### config.mk
export PLATFORM = sky130hd
export DESIGN_NAME = mux8_scan_seq
export DESIGN_NICKNAME = d
export VERILOG_FILES = /design/src/rtl/mux8_scan_seq.sv
export SDC_FILE = /design/constraint.sdc
export NUM_CORES = 1
export LEC_CHECK = 0
export BUFFER_PORTS_ARGS = -buffer_cell sky130_fd_sc_hd__buf_2
export CORE_ASPECT_RATIO = 1.4
export CORE_UTILIZATION = 46
export DETAILED_ROUTE_END_ITERATION = 8
export GPL_TIMING_DRIVEN = 0
export PLACE_DENSITY_LB_ADDON = 0.1
export SYNTH_ARGS = -nofsm -noshare
export SYNTH_HDL_FRONTEND = slang
export SYNTH_SLANG_ARGS = --single-unit
export TNS_END_PERCENT = 100
### constraint.sdc
create_clock -name clk_i -period 1.51 [get_ports clk_i]
set_clock_uncertainty 0.15 [all_clocks]
set_input_delay 0 -clock clk_i [delete_from_list [all_inputs] [get_ports clk_i]]
set_output_delay 0 -clock clk_i [all_outputs]
set_load 0.02 [all_outputs]
### src/rtl/mux8_scan_seq.sv
// ---------------------------------------------------------------------------
// mux8_scan_seq
//   Upstream sequencer for an external 8:1 select mux. A parallel word is
//   accepted over a valid/ready handshake and held on the mux data inputs.
//   The block then steps the select code through all eight positions and
//   waits a settle window after each step. It samples the mux output back and
//   presents that bit on a valid/ready serial output, so the mux and this
//   block together act as a PISO. Any sampled bit that differs from the held
//   input bit sets a sticky flag, which stays set until the next accept.
//
// Parameters
//   SETTLE_CYC   cycles from a select change to sampling y_i (1..15)
//   MSB_FIRST    0: select order 0->7, otherwise 7->0
//
// Ports
//   clk_i          clock, rising edge
//   rst_n_i        asynchronous active-low reset
//   din_i[7:0]     parallel word; din_i[k] drives mux input Ik
//   din_valid_i    din_i valid
//   din_ready_o    word can be accepted (decoded from IDLE)
//   i_o[7:0]       held word, wired to mux inputs I0..I7
//   s_o[2:0]       select code, wired to mux selects S2..S0
//   y_i            mux output fed back
//   dout_o         sampled bit
//   dout_valid_o   dout_o valid
//   dout_ready_i   consumer accepts dout_o
//   dout_last_o    qualifies the 8th bit of a word
//   mismatch_o     sticky: a sampled bit differed from the held input bit
// ---------------------------------------------------------------------------
module mux8_scan_seq #(
    parameter int unsigned SETTLE_CYC = 2,
    parameter int unsigned MSB_FIRST  = 0
) (
    input  logic       clk_i,
    input  logic       rst_n_i,
    input  logic [7:0] din_i,
    input  logic       din_valid_i,
    output logic       din_ready_o,
    output logic [7:0] i_o,
    output logic [2:0] s_o,
    input  logic       y_i,
    output logic       dout_o,
    output logic       dout_valid_o,
    input  logic       dout_ready_i,
    output logic       dout_last_o,
    output logic       mismatch_o
);

    typedef enum logic [1:0] {
        ST_IDLE    = 2'd0,
        ST_SETTLE  = 2'd1,
        ST_PRESENT = 2'd2
    } state_e;

    localparam logic [3:0] SETTLE_LD = SETTLE_CYC[3:0];
    localparam logic [2:0] S_FIRST   = (MSB_FIRST != 0) ? 3'd7 : 3'd0;

    state_e     state_q;
    logic [7:0] i_q;
    logic [2:0] s_q;
    logic [2:0] s_d;
    logic [3:0] settle_cnt_q;
    logic [2:0] bit_idx_q;
    logic       dout_q;
    logic       dout_valid_q;
    logic       dout_last_q;
    logic       mismatch_q;

    // Next select position. The last bit returns to IDLE, so this never wraps
    // within a word.
    assign s_d = (MSB_FIRST != 0) ? (s_q - 3'd1) : (s_q + 3'd1);

    always_ff @(posedge clk_i or negedge rst_n_i) begin
        if (!rst_n_i) begin
            state_q      <= ST_IDLE;
            i_q          <= '0;
            s_q          <= '0;
            settle_cnt_q <= '0;
            bit_idx_q    <= '0;
            dout_q       <= 1'b0;
            dout_valid_q <= 1'b0;
            dout_last_q  <= 1'b0;
            mismatch_q   <= 1'b0;
        end else begin
            unique case (state_q)
                ST_IDLE: begin
                    if (din_valid_i) begin
                        i_q          <= din_i;
                        s_q          <= S_FIRST;
                        settle_cnt_q <= SETTLE_LD;
                        bit_idx_q    <= '0;
                        mismatch_q   <= 1'b0;
                        state_q      <= ST_SETTLE;
                    end
                end
                ST_SETTLE: begin
                    settle_cnt_q <= settle_cnt_q - 4'd1;
                    // The select has been stable for SETTLE_CYC edges, so the
                    // mux output is settled. Sample it and compare it against
                    // the bit the mux should be passing.
                    if (settle_cnt_q == 4'd1) begin
                        dout_q       <= y_i;
                        dout_valid_q <= 1'b1;
                        dout_last_q  <= (bit_idx_q == 3'd7);
                        mismatch_q   <= mismatch_q | (y_i != i_q[s_q]);
                        state_q      <= ST_PRESENT;
                    end
                end
                ST_PRESENT: begin
                    // Select and output stay frozen until the consumer takes
                    // the bit.
                    if (dout_ready_i) begin
                        dout_valid_q <= 1'b0;
                        dout_last_q  <= 1'b0;
                        if (dout_last_q) begin
                            state_q <= ST_IDLE;
                        end else begin
                            s_q          <= s_d;
                            bit_idx_q    <= bit_idx_q + 3'd1;
                            settle_cnt_q <= SETTLE_LD;
                            state_q      <= ST_SETTLE;
                        end
                    end
                end
                default: state_q <= ST_IDLE;
            endcase
        end
    end

    assign din_ready_o  = (state_q == ST_IDLE);
    assign i_o          = i_q;
    assign s_o          = s_q;
    assign dout_o       = dout_q;
    assign dout_valid_o = dout_valid_q;
    assign dout_last_o  = dout_last_q;
    assign mismatch_o   = mismatch_q;

endmodule
# Word-level counts from Yosys, hierarchy flattened
# Cells that the tools add are included.
# W data, S select, Z words.
# classes
n_eq_ne,9
n_lt_le_gt_ge,1
bitwise,1
reduce_logical,12
muxes,26
addsub,3
# ops
cell,count
$mux W3,5
$mux W4,3
$pmux W3 S2,2
$pmux W4 S3,1
$reduce_and A3 Y1,3
$ne A2 B2 Y1 const B,4
$reduce_and A4 Y1,2
$mux W1,7
$add A3 B1 Y3 const B,2
$mux W2,3
$pmux W1 S2,3
$pmux W2 S3,1
$reduce_bool A2 Y1,3
$eq A4 B1 Y1 const B,1
$lt A3 B4 Y1 const B,1
$reduce_and A2 Y1,2
$sub A4 B1 Y4 const B,1
$bmux W1 S3,1
$eq A3 B3 Y1 const B,1
$reduce_bool A3 Y1,1
$eq A2 B1 Y1 const B,1
$eq A2 B2 Y1 const B,1
$logic_not A2 Y1,1
$ne A1 B1 Y1,1
$or A1 B1 Y1,1
# totals
output_inout_bits,16
reg_bits,24
inputBits,13
elab_cells,61

# Logic depth before layout (Yosys ltp)
# depth
ltp_word,6
ltp_mapped,6
depth_no_buf,6

# Worst setup path before layout
# Ideal clock, no wire load.
# synth_timing
kind,reg2reg
startpoint,reg state_q[0]
endpoint,reg i_q[1] (netlist: i_o[1])
path_buffers,1
arrival_time_ps,1490
period_less_slack_ps,1765
slack_ps,-255
required_ps,1235
path_stages_with_launch,5
setup_ps,125
cell_sequence,dfrtp_1 nor2_1 and2_1 buf_2 mux2_2
# synth_between
elab_chain_cells,2
# synth_rtl
element,line_no,source
"start, declared",58,state_e state_q;
"start signal, assigned",75,state_q <= ST_IDLE;
"start signal, assigned",93,state_q <= ST_SETTLE;
"start signal, assigned",106,state_q <= ST_PRESENT;
$logic_not A2 Y1,-,
named net din_ready_o,38,"output logic din_ready_o,"
$reduce_and A2 Y1 (no line),-,
"end signal, assigned",88,i_q <= din_i;
"end, declared",59,logic [7:0] i_q;
# The timed path passes the listed nets, and every way through them passes these cells.
# A chain may end at the register's enable or synchronous reset.

# Final worst setup path
# layout_timing
startpoint,reg s_q[0] (netlist: s_o[0])
endpoint,reg mismatch_q (netlist: mismatch_o)
# layout_between
elab_chain_cells,6
# layout_rtl
element,line_no,source
"start, declared",60,logic [2:0] s_q;
"start signal, assigned",77,s_q <= '0;
"start signal, assigned",89,s_q <= S_FIRST;
"start signal, assigned",118,s_q <= s_d;
$bmux W1 S3,105,mismatch_q <= mismatch_q | (y_i != i_q[s_q]);
$mux W1 (not written as such),105,
$ne A1 B1 Y1,105,
$or A1 B1 Y1,105,
$mux W1,101,if (settle_cnt_q == 4'd1) begin
$pmux W1 S2,85,unique case (state_q)
"end signal, assigned",105,
"end, declared",67,logic mismatch_q;
# No other way between the ends. The select of a mux whose other input is x is not followed.

==> metrics.md <==
| Metric | Value |
|---|---|
| Status | `complete, but fails checks` |
| Failing checks | `design-rule violations, negative setup slack` |
| M3 GR Usage | `0.0272` |
| CP endpoint kind | `register` |
| Die area | `2620 sq um` |
| Clock buffer depth | `2` |
| Vias in the first global route | `between 800 and 900` |
| Die W | `~44 um` |
| CP top delay family | `multiplexers` |
| N_diodes | `0` |
| Minimum clock period | `about 1.6 ns` |
| Share of the yosys chip area belonging to registers | `0.541` |
| Cell taking the most area after synthesis | `dfrtp_1` |
| Routed via count | `between 800 and 900` |
| Final wirelength | `around 2100 um` |
| GPL Wtd Cong | `approximately 0.77` |
| GR Util All Layers | `0.182` |
| Data required, critical path | `1.57 ns` |
| Slowest stage cell on the critical path | `mux4_2` |
| Layout cells sized above 1 | `0.385` |
| CP Class | `register to register` |
| H-tree levels | `1` |
| Post-synthesis cell type count | `24` |
| Starting Density | `0.499` |
| Placed insts | `approximately 150` |
| 1st-pass router iterations | `6` |
| Synthesized instance count | `97` |
| Period utilization | `1.08` |
| Cell Area, Synth | `around 1100 sq um` |
| Quantity of I/O buffers inserted on ports | `28` |
| Final setup margin | `-0.120 ns` |
| Hpwl dp | `1470 um` |
| Synth Register Bits | `24` |
| Area Growth Syn to Fin | `33.4%` |
| Row Count | `20` |
| Buf+Inv Stages, Crit Path | `0` |
| Pre-CTS setup slack | `-0.167 ns` |
| I/O pins | `29` |
| Number of max-slew violations in the final report | `0` |
| ANT nets after route | `0` |
| WL per Instance | `around 13 um` |
| Final core utilization | `0.666` |
| CP max FO | `4` |
| CP Launch Type | `register` |
| Most common library cell in the layout ignoring fill and taps | `buf_2` |
| Largest net degree at the start of global routing | `25` |
| Synth top area cells | `dfrtp_1 (54%), mux2_2 (8.1%), ha_1 (5.6%), nand2_1 (5.4%), mux4_1 (4.7%)` |
| Remaining Overflow, GRT | `0` |
| Die span in y | `60.2 um` |
| CP peak stage delay | `0.51 ns` |
| GRT met1 Usage | `0.203` |
| TritonCTS clock tree | `built` |
| Worst path cell trace | `mux4_2, mux2i_2, xnor2_1, o22ai_2` |
| Skew-Pair Late Insertion Delay | `~0.32 ns` |
| Hold Violations, Final | `0` |
| Post-synth top area share | `0.541` |
| CP arrival | `between 1.5 and 2 ns` |
| Unrepaired setup endpoints after global routing | `true` |
| 1st-iter DRT viols | `24` |
| Number of synthesis warnings | `0` |
| Synthesized area per cell | `11.5 sq um` |
| Worst-path clk slew | `about 0.13 ns` |
| Core footprint | `2230 sq um` |
| First-pass GRT wire length | `3450 um` |
| Hold Crit Class | `input pin to asynchronous set/reset pin` |
| Final setup vio count | `8` |
| Most Crowded Layer GR | `met2` |
| PwrDens | `about 1800 nW/um^2` |
| Slew @ Worst Pin | `~0.54 ns` |
| Peak supply drop | `between 1 and 1.5 mV` |
| Finished Layout Cells | `between 150 and 200` |
| Commonest cells after routing, fill and taps aside | `buf_2 (28), dfrtp_1 (23), nand2_1 (15)` |
| Max Fclk | `between 600 and 700 MHz` |
| Mapped Nets | `approximately 120` |
| Global routing usage on met2 | `0.331` |
| Pleak | `a little over 0.7 nW` |
| DR vias/cell | `5.16` |
| Max-slew headroom | `0.641` |
| Clock root cell | `clkbuf_4` |
| Max cap viols | `0` |
| CTS Sinks | `24` |
| Nets | `between 150 and 200` |
| Antenna violations before repair | `0` |
| CTS buffer count | `3` |
| Post-route DRC | `9` |
-- final cells by class --
class,instances,area (sq um)
clock buffer,4,26.3
tap,22,27.5
fill,176,744
timing repair buffer,42,275
buffer,1,11.3
multi-input combinational,66,518
sequential,24,602
inverter,6,22.5
-- logic make-up (layout without fill, tap and decap cells) --
| kind of cell | Yosys count | after routing | synth area share |
|---|---|---|---|
| buf+inv | 7 | 53 | 0.0248 |
| mux | 11 | 11 | 0.137 |
| flops | 24 | 24 | 0.541 |
| simple gates | 34 | 34 | 0.142 |
| fa+ha+maj | 5 | 5 | 0.0563 |
| xor+xnor | 4 | 4 | 0.0315 |
| compound gates | 12 | 12 | 0.0676 |
-- where the power goes --
part,switching (mW),internal (mW)
sequential,0.228,0.890
clock,0.190,0.103
combinational,0.676,0.583
total,1.09,1.58
-- cells in the mapped netlist (all sizes together) --
master  number
inv          6
mux2i        1
mux2         8
ha           5
and2         1
a21oi        1
dfrtp       24
nand3        6
a211oi       1
mux4         2
nor2b        2
nor4         1
nor3b        1
nand3b       1
nand2       16
a21o         1
xor2         1
nand2b       2
o22ai        1
o21ai        7
xnor2        3
o31ai        1
buf          1
nor2         4
-- sequential cells by signal, indices dropped and copies added, names as in the netlist --
register / cells
bit_idx_q: 3
mismatch_o: 1
i_o: 8
dout_last_o: 1
settle_cnt_q: 4
s_o: 3
dout_o: 1
dout_valid_o: 1
state_q: 2
-- metal layers --
layer | vias to the layer above | part of all wire
met5 | - | 0
li1 | 425 | -
met2 | 29 | 0.49
met3 | 5 | 0.042
met4 | 0 | 0.022
met1 | 392 | 0.45
-- through the flow --
| step | cell area [sq um] | setup TNS (ns) | hold slack [ns] | power, mW |
|---|---|---|---|---|
| 2_1_floorplan | 1120 | -0.114 | -0.446 | 1.93 |
| 3_3_place_gp | 1290 | -0.553 | -0.145 | 2.25 |
| 3_5_place_dp | 1290 | -0.904 | -0.139 | 2.29 |
| 4_1_cts | 1470 | -0.130 | 0.0526 | 2.67 |
| 5_1_grt | 1480 | -0.970 | 0.0699 | 2.87 |
| 6_report | 1480 | -0.224 | 0.0266 | 2.67 |
-- worst paths after layout --
path / cells after the start / to / from / slack [ns]
setup reg to reg: 4 / mismatch_o$_DFFE_PN0P_ / s_o[0]$_DFFE_PN0P_ / -0.12
setup / recovery: 4 / mismatch_o$_DFFE_PN0P_ / s_o[0]$_DFFE_PN0P_ / -0.12
hold reg to reg: 2 / dout_valid_o$_DFFE_PN0P_ / dout_valid_o$_DFFE_PN0P_ / 0.34
hold / removal: 2 / i_o[4]$_DFFE_PN0P_ / rst_n_i / 0.03
min in group clk_i: 3 / state_q[1]$_DFFE_PN0P_ / dout_ready_i / 0.28
max in group asynchronous: 2 / s_o[0]$_DFFE_PN0P_ / rst_n_i / 0.80
-- timing repair --
| action | CTS | global route |
|---|---|---|
| endpoints found under the setup margin | 11 | 14 |
| endpoints found under the hold margin | 38 | 0 |
| resized for setup | 5 | 3 |
| hold buffers | 12 | 0 |
| setup buffers | 1 | 1 |
| pin swaps | 0 | 1 |
-- worst register-to-register path: stages, from the launching register on --
cell and delay [ns]:
dfrtp_2 0.43, mux4_2 0.51, mux2i_2 0.19, xnor2_1 0.16, o22ai_2 0.08
No activity file was read; power rests on OpenSTA's default activity.
